File: src/rtl/g_seq_shift_trunc_pkg.sv
// Shared constants, opcodes and FSM states for the multi-cycle shift/truncate unit.
// SHIFT_SRA_EN selects whether opcode 010 is an arithmetic shift or a passthrough.
package g_shift_pkg;

  localparam int WIDTH = 32;
  localparam int AMT_W = 5;

  localparam logic [2:0] OP_SLL    = 3'b000;
  localparam logic [2:0] OP_SRL    = 3'b001;
  localparam logic [2:0] OP_SRA    = 3'b010;
  localparam logic [2:0] OP_LTRUNC = 3'b011;
  localparam logic [2:0] OP_HTRUNC = 3'b100;

  typedef enum logic [1:0] {
    IDLE,
    PHASE1,
    PHASE2,
    DONE
  } state_t;

  function automatic logic is_trunc(input logic [2:0] op);
    return (op == OP_LTRUNC) || (op == OP_HTRUNC);
  endfunction

  // Opcodes that complete without any shift steps regardless of the amount.
  function automatic logic is_passthrough(input logic [2:0] op);
`ifdef SHIFT_SRA_EN
    return op > OP_HTRUNC;
`else
    return (op > OP_HTRUNC) || (op == OP_SRA);
`endif
  endfunction

endpackage

File: src/rtl/g_seq_shift_trunc_if.sv
// Request/result handshake bundle between a requester and the shift/truncate unit.
interface g_seq_shift_trunc_if;
  import g_shift_pkg::*;

  logic             In_valid;
  logic             In_ready;
  logic [WIDTH-1:0] In1;
  logic [AMT_W-1:0] In2;
  logic [2:0]       Op;
  logic             Out_valid;
  logic             Out_ready;
  logic [WIDTH-1:0] Out;
  logic             Busy;

  modport master (
    output In_valid, In1, In2, Op, Out_ready,
    input  In_ready, Out_valid, Out, Busy
  );

  modport slave (
    input  In_valid, In1, In2, Op, Out_ready,
    output In_ready, Out_valid, Out, Busy
  );

endinterface

File: src/rtl/g_seq_shift_trunc_step.sv
// One shift step of 0..STEP bits, left or right, with zero or sign fill.
module G_ShiftStep
  import g_shift_pkg::*;
#(
  parameter int STEP = 1
) (
  input  logic [WIDTH-1:0] data,
  input  logic [AMT_W-1:0] amt,
  input  logic             left,
  input  logic             arith,
  output logic [WIDTH-1:0] result
);

  // Only amounts up to STEP are decoded, so this stays a small mux rather than a barrel shifter.
  always_comb begin
    result = data;
    for (int i = 1; i <= STEP; i++) begin
      if (amt == AMT_W'(i)) begin
        if (left) begin
          result = data << i;
        end else if (arith) begin
          result = $unsigned($signed(data) >>> i);
        end else begin
          result = data >> i;
        end
      end
    end
  end

endmodule

File: src/rtl/g_seq_shift_trunc.sv
// Iterative shift/truncate unit: STEP bits per cycle, two opposite-direction phases for truncation.
// Define SHIFT_SRA_EN to enable the arithmetic right shift on opcode 010.
module g_seq_shift_trunc
  import g_shift_pkg::*;
#(
  parameter int STEP = 1
) (
  input logic           clk,
  input logic           rst_n,
  g_seq_shift_trunc_if.slave bus
);

  localparam logic [AMT_W-1:0] STEP_AMT = AMT_W'(STEP);

  state_t           state;
  state_t           state_nxt;
  logic [WIDTH-1:0] work;
  logic [WIDTH-1:0] shifted;
  logic [WIDTH-1:0] out_q;
  logic [AMT_W-1:0] remain;
  logic [AMT_W-1:0] amt_q;
  logic [AMT_W-1:0] step_amt;
  logic [2:0]       op_q;
  logic             left;
  logic             arith;
  logic             last_step;
  logic             zero_steps;
  logic             in_ready;
  logic             out_valid;
  logic             busy;

  assign step_amt   = (remain < STEP_AMT) ? remain : STEP_AMT;
  assign last_step  = (remain <= STEP_AMT);
  assign zero_steps = (bus.In2 == '0) || is_passthrough(bus.Op);

  // Truncation runs its second phase in the reverse direction of the first.
  assign left = (state == PHASE2) ? (op_q == OP_HTRUNC)
                                  : ((op_q == OP_SLL) || (op_q == OP_LTRUNC));
`ifdef SHIFT_SRA_EN
  assign arith = (op_q == OP_SRA);
`else
  assign arith = 1'b0;
`endif

  G_ShiftStep #(.STEP(STEP)) u_step (
    .data   (work),
    .amt    (step_amt),
    .left   (left),
    .arith  (arith),
    .result (shifted)
  );

  always_ff @(posedge clk or negedge rst_n) begin
    if (!rst_n) begin
      state <= IDLE;
    end else begin
      state <= state_nxt;
    end
  end

  always_comb begin
    state_nxt = state;
    case (state)
      IDLE:    if (bus.In_valid) state_nxt = zero_steps ? DONE : PHASE1;
      PHASE1:  if (last_step) state_nxt = is_trunc(op_q) ? PHASE2 : DONE;
      PHASE2:  if (last_step) state_nxt = DONE;
      DONE:    if (bus.Out_ready) state_nxt = IDLE;
      default: state_nxt = IDLE;
    endcase
  end

  always_comb begin
    in_ready  = (state == IDLE);
    out_valid = (state == DONE);
    busy      = (state == PHASE1) || (state == PHASE2);
  end

  // The result register only changes on entry to DONE, so it never shows partial work.
  always_ff @(posedge clk or negedge rst_n) begin
    if (!rst_n) begin
      work   <= '0;
      remain <= '0;
      amt_q  <= '0;
      op_q   <= '0;
      out_q  <= '0;
    end else begin
      case (state)
        IDLE: begin
          if (bus.In_valid) begin
            work   <= bus.In1;
            remain <= bus.In2;
            amt_q  <= bus.In2;
            op_q   <= bus.Op;
          end
        end
        PHASE1, PHASE2: begin
          work <= shifted;
          if (last_step && (state == PHASE1) && is_trunc(op_q)) begin
            remain <= amt_q;
          end else begin
            remain <= remain - step_amt;
          end
        end
        default: ;
      endcase
      if ((state != DONE) && (state_nxt == DONE)) begin
        out_q <= (state == IDLE) ? bus.In1 : shifted;
      end
    end
  end

  assign bus.In_ready  = in_ready;
  assign bus.Out_valid = out_valid;
  assign bus.Busy      = busy;
  assign bus.Out       = out_q;

endmodule

File: src/flat_wrapper.sv
// flat-port wrapper written by rule: the top's interface ports become plain ports
module g_seq_shift_trunc_flat import g_shift_pkg::*;
#(
  parameter int STEP = 1
)
  (clk, rst_n, bus_In_valid, bus_In1, bus_In2, bus_Op, bus_Out_ready, bus_In_ready, bus_Out_valid, bus_Out, bus_Busy);
  g_seq_shift_trunc_if bus_i ();
  input logic clk;
  input logic rst_n;
  input wire logic [$bits(bus_i.In_valid)-1:0] bus_In_valid;
  input wire logic [$bits(bus_i.In1)-1:0] bus_In1;
  input wire logic [$bits(bus_i.In2)-1:0] bus_In2;
  input wire logic [$bits(bus_i.Op)-1:0] bus_Op;
  input wire logic [$bits(bus_i.Out_ready)-1:0] bus_Out_ready;
  output wire logic [$bits(bus_i.In_ready)-1:0] bus_In_ready;
  output wire logic [$bits(bus_i.Out_valid)-1:0] bus_Out_valid;
  output wire logic [$bits(bus_i.Out)-1:0] bus_Out;
  output wire logic [$bits(bus_i.Busy)-1:0] bus_Busy;
  assign bus_i.In_valid = bus_In_valid;
  assign bus_i.In1 = bus_In1;
  assign bus_i.In2 = bus_In2;
  assign bus_i.Op = bus_Op;
  assign bus_i.Out_ready = bus_Out_ready;
  assign bus_In_ready = bus_i.In_ready;
  assign bus_Out_valid = bus_i.Out_valid;
  assign bus_Out = bus_i.Out;
  assign bus_Busy = bus_i.Busy;
  g_seq_shift_trunc #(.STEP(STEP)) u_core (.clk(clk), .rst_n(rst_n), .bus(bus_i));
endmodule
File: config.mk
export PLATFORM = sky130hd
export DESIGN_NAME = g_seq_shift_trunc_flat
export DESIGN_NICKNAME = d
export VERILOG_FILES = /design/src/rtl/g_seq_shift_trunc_pkg.sv /design/src/rtl/g_seq_shift_trunc_if.sv /design/src/rtl/g_seq_shift_trunc_step.sv /design/src/rtl/g_seq_shift_trunc.sv /design/src/flat_wrapper.sv
export SDC_FILE = /design/constraint.sdc
export NUM_CORES = 1
export LEC_CHECK = 0
export ABC_AREA = 1
export CAP_MARGIN = 20
export CORE_ASPECT_RATIO = 1.5
export CORE_MARGIN = 2
export CORE_UTILIZATION = 54
export DETAILED_ROUTE_END_ITERATION = 12
export PLACE_DENSITY_LB_ADDON = 0.1
export SYNTH_ARGS = -nofsm -noshare
export SYNTH_HDL_FRONTEND = slang
export SYNTH_SLANG_ARGS = --single-unit
File: constraint.sdc
create_clock -name clk -period 2.38 [get_ports clk]
set_clock_uncertainty 0.05 [all_clocks]
set_input_delay 0.357 -clock clk [delete_from_list [all_inputs] [get_ports clk]]
set_output_delay 0.357 -clock clk [all_outputs]
set_load 0.03 [all_outputs]
# == After elaboration in Yosys (flattened, before gate mapping) ==
# Index checks and enable logic that the tools add are counted.
# op_classes
addsub,1
n_mul,0
div,0
n_lt_le_gt_ge,3
n_eq_ne,10
shifts,0
muxes,17
n_bitwise,0
reduce_logical,15
# ops
cell,count
2-to-1 mux 32 bit,4
case mux 32 bit (2 select lines),1
2-to-1 mux 5 bit,3
2-to-1 mux 2 bit,5
case mux 5 bit (2 select lines),1
case mux 2 bit (4 select lines),1
== test 2 bit (second input constant),3
== test 3 x 2 -> 1 bit (second input constant),2
== test 5 x 1 -> 1 bit (second input constant),1
<= comparator 5 x 1 -> 1 bit (second input constant),1
zero test 5 bit,1
logical OR 1 bit,5
less-than comparator 5 x 1 -> 1 bit (second input constant),1
subtractor 5 bit,1
inequality test 2 bit (second input constant),2
AND reduction 2 bit,2
== test 3 bit (second input constant),1
> comparator 3 bit (second input constant),1
logical AND 1 bit,3
zero test 3 bit,1
== test 2 x 1 -> 1 bit (second input constant),1
zero test 2 bit,1
2-to-1 mux 1 bit,2
nonzero test 2 bit,1
OR reduction 2 bit,1
# totals
ff_bits,79
latchBits,0
ramBits,0
mem_bits_ro,0
input_bits,44
word_cells,52
mem_count,0

# == Logic depth before layout (Yosys ltp) ==
# depth
depth_word,8
mapped_depth,14

# == Modules after synthesis ==
# From an unflattened synthesis, not the netlist that was laid out.
# hier_totals
cells_unflattened,767
hier_area_um2,4972.3
# modules_own_cells
module,instances,cells_each,area_each_um2,seq_area_each_um2
g_seq_shift_trunc,1,556,4102.7,1976.9
G_ShiftStep,1,211,869.6,0.0

# == Worst setup path after synthesis ==
# Ideal clock, no wire load.
# synth_timing
path_kind,register to register
startpoint,reg u_core.state[0]
endpoint,reg u_core.out_q[10] (netlist: u_core.bus.Out[10])
setup_ns,0.117
t_arrival_ns,1.846
slack_ns,0.368
path_stages_with_launch,14
path_buffers,2
period_less_slack_ns,2.012
path_cell_list,dfrtp_1 -> inv_1 -> ha_1 -> buf_2 -> inv_2 -> a21oi_1 -> nand2_1 -> nand2_1 -> nand2_1 -> inv_2 -> nand2_4 -> buf_6 -> nand2_1 -> nand2_1
# synth_via
word_cells_on_any_way,16
# synth_lines
item,line,rtl
"start, declared",g_seq_shift_trunc.sv:15,state_t state;
"start signal, assigned",g_seq_shift_trunc.sv:57,state <= state_nxt;
zero test 2 bit,n/a,
via bus_In_ready,flat_wrapper.sv:15,output wire logic [$bits(bus_i.In_ready)-1:0] bus_In_ready;
case mux 2 bit (4 select lines),g_seq_shift_trunc.sv:63,case (state)
via u_core.state_nxt[1],g_seq_shift_trunc.sv:16,state_t state_nxt;
== test 2 bit,g_seq_shift_trunc.sv:106,if ((state != DONE) && (state_nxt == DONE)) begin
logical AND 1 bit,g_seq_shift_trunc.sv:106,
"end signal, assigned",g_seq_shift_trunc.sv:107,out_q <= (state == IDLE) ? bus.In1 : shifted;
"end, declared",g_seq_shift_trunc.sv:19,logic [WIDTH-1:0] out_q;
# The timed path passes the listed nets, and every way through them passes these cells.
# A chain may end at the register's enable or synchronous reset.

# == Worst setup path after layout ==
# layout_timing
startpoint,reg u_core.state[0]
endpoint,out bus_Busy
# layout_via
elab_chain_len,2
word_cells_on_any_way,3
# layout_rtl
item,line,rtl
== test 2 x 1 -> 1 bit or == test 2 bit (tied branches),g_seq_shift_trunc.sv:75,busy = (state == PHASE1) || (state == PHASE2);
logical OR 1 bit *,g_seq_shift_trunc.sv:75,
"end, declared",flat_wrapper.sv:18,output wire logic [$bits(bus_i.Busy)-1:0] bus_Busy;
# Every way passes the cells marked *; elsewhere a longest branch is shown, timed or not.

==> key figures <==
Worst setup path
  • Worst Setup Start Kind: flip-flop
  • Worst EP arrival: 1850 ps
  • Critical Path Most Common Cell: buf_4
  • R2R cell count: 9
  • FF-to-FF Start: u_core.state[0]$_DFF_PN0_
  • Critical path endpoint category: output port
  • Crit path from: u_core.state[0]$_DFF_PN0_
  • CP delay by family, top: buffers and inverters
  • Peak fanout along the critical path: 17
  • Crit-path slowest cell: ha_1
  • Worst-path cell chain: inv_1, ha_1, buf_4, buf_4
  • CP max stage delay: 500 ps
  • Buffers plus inverters on the worst setup path: 3
  • Reg2reg end: u_core.work[16]$_DFFE_PN0P_
  • Flop2flop setup slack: 280 ps
  • Worst path required time: 1970 ps
  • Crit Path Category: reg2out

STA
  • Max Slew Vio Count: 0
  • Setup Viol. Count Final: 0
  • Final WS setup: 127 ps
  • Slew HR: 67.4%
  • FMAX: 444 MHz
  • Setup TNS: 0 ps
  • Worst-Margin Slew: 489 ps
  • Hold Fails Final Rpt: 0
  • Fin crit period: 2250 ps
  • Unrepaired setup endpoints after global routing: no
  • Final period util: 94.7%

Detailed routing
  • DR DRC count: 0
  • Drt first-iter violations: 429
  • Vias: 5000
  • Routed vias/inst: 5.69
  • Drt wl/cell: 14.9 um
  • Post-route ant nets: 0
  • DRT Pass-1 Iters: 5
  • Wirelength, routed: 13100 um

Logic synthesis
  • Syn avg cell area: 6.90 um2
  • Register area share after synthesis: 41.0%
  • Synth Area in Adders: 1.30%
  • Post-synth top flop: dfrtp_1
  • Post-synthesis compound-gate area fraction: 12.8%
  • Post-synthesis mux area share: 0%
  • Top post-synthesis cells by area: dfrtp_1 41%, nand2_1 21%, nand3_1 10%
  • Synthesized cell area: 0.00482 mm2
  • Synth Net Count: 747
  • Top cell type's share of synthesized area: 41.0%
  • Synth Register Bits: 79
  • Number of synthesized flops with an enable pin: 0
  • Simple-gate area share of the yosys netlist: 37.6%
  • Leading area contributor after synthesis: dfrtp_1
  • Synth cell types: 29
  • Fraction of registers with async set/reset: 100%
  • Post-synthesis xor/xnor area fraction: 0.364%
  • Largest family of logic cells by synthesized area: simple AND/OR/NAND/NOR gates
  • Post-Syn Instances: 698
  • Yosys warning count: 0

Clock tree
  • Max H-tree Level: 3
  • # clock sinks: 79
  • Root Driver: clkbuf_16
  • CTS tree: yes
  • Clk Latency, worst-skew pair: 340 ps
  • TritonCTS buffer count: 9
  • Clock Tree Buf Depth: 2
  • CTS clk-pin slew, worst paths: 60 ps
  • Post-CTS sizing: 0

Finish
  • # diodes: 0
  • Multi-input gate area: 0.00252 mm2
  • Area Overhead vs Synth: 23.6%
  • Commonest cells after routing, fill and taps aside: 267 x nand2_1, 99 x nand3_1, 79 x dfrtp_1
  • Commonest non-fill, non-tap cell in the layout: nand2_1
  • Layout Nets: 813
  • Sequential Area: 0.00198 mm2
  • Share of cells above drive strength 1: 7.03%
  • Fill cell count: 787

Floorplanning
  • Die W: 81.1 um
  • Die Ht: 120 um
  • Initial cell density of the core: 55.2%
  • Row count: 42
  • Die area: 0.00971 mm2
  • Core Area: 0.00872 mm2
  • Total I/O pin count: 79

Worst hold path
  • Hold Path Origin: u_core.bus.Out[24]$_DFFE_PN0P_
  • Min-Delay Endpoint: u_core.bus.Out[24]$_DFFE_PN0P_
  • Worst min-delay path class: reg2reg
  • Hold path cells: 2

Power
  • Power Density: 1720 mW/mm2
  • Leakage power: 2.92 nW
  • Max IR drop VDD: 1170 uV

Job
  • Max-cap viol count: 0

Outcome
  • Outcome: completed

Global routing
  • Met3 usage: 5.41%
  • Pin count of the biggest net entering global routing: 38
  • Antenna violations before repair: 0
  • Grt total ovfl: 0
  • Layer with the highest usage: met2
  • GR met2 Demand/Resource: 48.0%
  • Routing usage on met1: 35.2%
  • First-pass GRT wire length: 21800 um
  • GRT Total Usage: 28.6%
  • Vias in the first global route: 4767

Placement
  • DP HPWL: 8510 um
  • Placer congestion estimate: 0.897
  • Dpl ws: 290 ps
  • IO buf count: 78
tightest hold or removal path, cell delays in order (launching register included):
cell and delay, ps:
dfrtp_1 330, nand2_1 50, nand2_1 60
Yosys cell counts, drive strengths merged (5+ instances only):
cell,number
nor2,14
ha,5
buf,31
or2,30
dfrtp,79
o21ai,75
clkbuf,12
inv,29
nand2,271
a21oi,43
nand3,100
state kept, by name, summed over array words and instances, names as in the netlist:
name	flops
u_core.bus.Out	32
u_core.amt_q	5
u_core.work	32
u_core.op_q	3
u_core.state	2
u_core.remain	5
logic make-up (layout without fill, tap and decap cells):
kind of cell,after synthesis,count (layout)
AOI/OAI and AO/OA,121,121
xor gates and xnor gates,2,2
adders and majority gates,5,5
buffers and inverters,73,143
DFF,79,79
and+or+nand+nor,418,418
where the power goes:
group          internal (W)  switching, W  total (W)
combinational       0.00220       0.00421    0.00641
clock              0.000787      0.000516    0.00130
sequential          0.00202      0.000504    0.00253
total               0.00502       0.00523     0.0102
metal layers:
metal,up-vias,wire (um)
met5,-,0
met4,0,364
met3,35,691
met2,180,6580
met1,2378,5430
li1,2407,-
stage by stage:
stage / cells / instance area, um2 / hold slack [ps] / utilization [%] / total power [W]
6_report: 878 / 5950 / 426 / 68.2 / 0.0102
5_1_grt: 878 / 5950 / 444 / 68.2 / 0.0112
4_1_cts: 878 / 5950 / 431 / 68.2 / 0.0103
3_5_place_dp: 862 / 5670 / 299 / 64.9 / 0.00888
3_3_place_gp: 862 / 5670 / 293 / 64.9 / 0.00871
2_1_floorplan: 698 / 4820 / 11.4 / - / 0.00709
timing repair:
item                                   in CTS  in global routing
buffers inserted                            0                  0
hold buffers                                1                  0
endpoints found under the hold margin      33                  0
worst max-delay path by stage:
stage                                     endpoint  cells after the start
floorplan           u_core.bus.Out[10]$_DFFE_PN0P_                     13
global placement    u_core.bus.Out[22]$_DFFE_PN0P_                     12
detailed placement  u_core.bus.Out[18]$_DFFE_PN0P_                      9
CTS                                       bus_Busy                      4
global route            u_core.work[2]$_DFFE_PN0P_                      9
finish                                    bus_Busy                      4
layout make-up:
| cell class | count | share of cell area [%] |
|---|---|---|
| tap | 110 | 2.31 |
| sequential | 79 | 33.2 |
| inverter | 30 | 1.89 |
| multi-input combinational | 546 | 42.4 |
| clock buffer | 15 | 4.67 |
| timing repair buffer | 98 | 15.6 |
Power figures use the tool's default switching activity.
==> variant, RTL diff (same settings) <==
Change the package constant `AMT_W` from 5 to 7.
--- a/src/rtl/g_seq_shift_trunc_pkg.sv
+++ b/src/rtl/g_seq_shift_trunc_pkg.sv
@@ -3,7 +3,7 @@
 package g_shift_pkg;
 
   localparam int WIDTH = 32;
-  localparam int AMT_W = 5;
+  localparam int AMT_W = 7;
 
   localparam logic [2:0] OP_SLL    = 3'b000;
   localparam logic [2:0] OP_SRL    = 3'b001;
Ports: changed (resized bus_In2); port bits go from 79 to 81. No check against the original RTL was run, so the function may have changed too.
==> variant against the unedited design <==
Routed wire length is 7.7% higher. Final area is 5.9% higher. Maximum frequency decreased by 0.24%. Sequential cell count rose by 4. Core utilization grew 0.30 points. Worst setup slack got worse by 5.3 ps. Combinational power rose by 16%. Total power up 13%. Clock power grew 18%. Area after synthesis rose by 5.9%. Count of clock-buffer cells in the layout is 3 lower.
==> variant: results (changes against the unedited design) <==
* Outcome: complete, no violations
* Vias in the first global route at 5079 (+6.5%)
* Leakage power summed over all cells at 3.150 nW (+7.9%)
* Multi-In Gates at 546 (unchanged)
* Worst-case vdd ir drop at 0.9760 mV (-17%)
* Mapped Nets at 789 (+5.6%)
* Critical Path Sink: bus_In_ready
* Post-detail-place hpwl at 9178 µm (+7.9%)
* Number of filler cells placed in the layout at 816 (+3.7%)
* Combinational share of power at 0.638 (+0.012)
* Reported net switching power at 5.872 mW (+12%)
* Async S/R FF share, synth at 1.000 (unchanged)
* Layout cells sized above 1 at 0.06343 (-0.006880)
* Clk cell area share at 0.05079 (+0.004135)
* Multi-input combinational area share at 0.4071 (-0.01657)
* Type of the tightest min-delay check: reg -> reg
* Nonclk inv count at 60 (+100%)
* Maximum fanout along the worst path at 33 (+16)
* Number of stages on the worst hold path at 2 (unchanged)
* Depth of the most critical reg-to-reg path at 9 (unchanged)
* Count of plain and timing-repair buffers at 99 (+1.0%)
* Maximum buffer depth of the clock tree at 2 (unchanged)
* Total number of vias at 5239 (+4.8%)
* Pin slew with the least headroom to its limit at 449.5 ps (-39.30 ps)
* Total track usage at 0.2786 (-0.007227)
* Master of the slowest instance on the critical path: sky130_fd_sc_hd__dfrtp_1
* Leading post-synthesis cells by cell area: sky130_fd_sc_hd__dfrtp_1 (41%), sky130_fd_sc_hd__nand2_1 (19%), sky130_fd_sc_hd__nand3_1 (14%), sky130_fd_sc_hd__a21oi_1 (4.6%), sky130_fd_sc_hd__inv_1 (4.1%)
* CTS Sinks at 83 (+5.1%)
* Post-synthesis sequential area ratio at 0.4073 (-0.003128)
* Routability cong. at 0.8398 (-6.4%)
* CP max stage delay at 420 ps (-80 ps)
* Seq. cell area at 2077 µm² (+5.1%)
* Post-CTS Setup Repair Bufs at 0 (unchanged)
* Maximum clock rate at 0.4428 GHz (-0.24%)
* Critical register-to-register path endpoint: u_core.work[19]$_DFFE_PN0P_
* Detailed Route Iter0 Violations at 540 (+26%)
* Power in sequential cells at 2.67 mW (+6%)
* Largest net degree at the start of global routing at 52 (+37%)
* Wire length of the first global-routing pass at 23190 µm (+6.3%)
* Top cells by instance count after synthesis: sky130_fd_sc_hd__nand2_1 (260), sky130_fd_sc_hd__nand3_1 (138), sky130_fd_sc_hd__dfrtp_1 (83)
* Routed length per instance at 15.35 µm (+3.2%)
* Number of clock buffers in the layout at 12 (-3)
* Post-layout nets at 851 (+4.7%)
* Input/output buffers at 80 (+2.6%)
* Cell chosen for the clock root: sky130_fd_sc_hd__clkbuf_16
* Signal buffers share of area at 0.1548 (-0.0007657)
* Startpoint of the tightest hold check path: u_core.bus.Out[24]$_DFFE_PN0P_
* Post-placement worst setup slack at 256.0 ps (-33.95 ps)
* Post-synthesis cell type count at 27 (-6.9%)
==> variant: metrics by stage <==
| stage | instance area, µm² | hold WS [ps] | power (mW) | cells |
|---|---|---|---|---|
| floorplan | 5100 | 11.41 | 7.962 | 737 |
| global placement | 5976 | 278.9 | 9.780 | 899 |
| detailed placement | 5976 | 284.4 | 10.01 | 899 |
| CTS | 6306 | 423.9 | 11.58 | 916 |
| global route | 6306 | 442.3 | 12.58 | 916 |
| finish | 6306 | 418.1 | 11.61 | 916 |
==> variant: layer usage <==
layer,part of all wire,track usage
met5,0,0
met4,0.020,0.1066
met3,0.066,0.05073
met2,0.53,0.5086
met1,0.39,0.3254
==> variant: cells by family after synthesis <==
| kind of cell | synth area share |
|---|---|
| simple gates | 0.3555 |
| compound gates | 0.1249 |
| buf+inv | 0.09077 |
| flops | 0.4073 |
| fa+ha+maj | 0.01472 |
| xor+xnor | 0.006871 |
==> variant: timing repair <==
action                    in CTS  in global routing
hold endpoints to repair      32                  0
hold buffers                   1                  0
resized for setup              0                  0
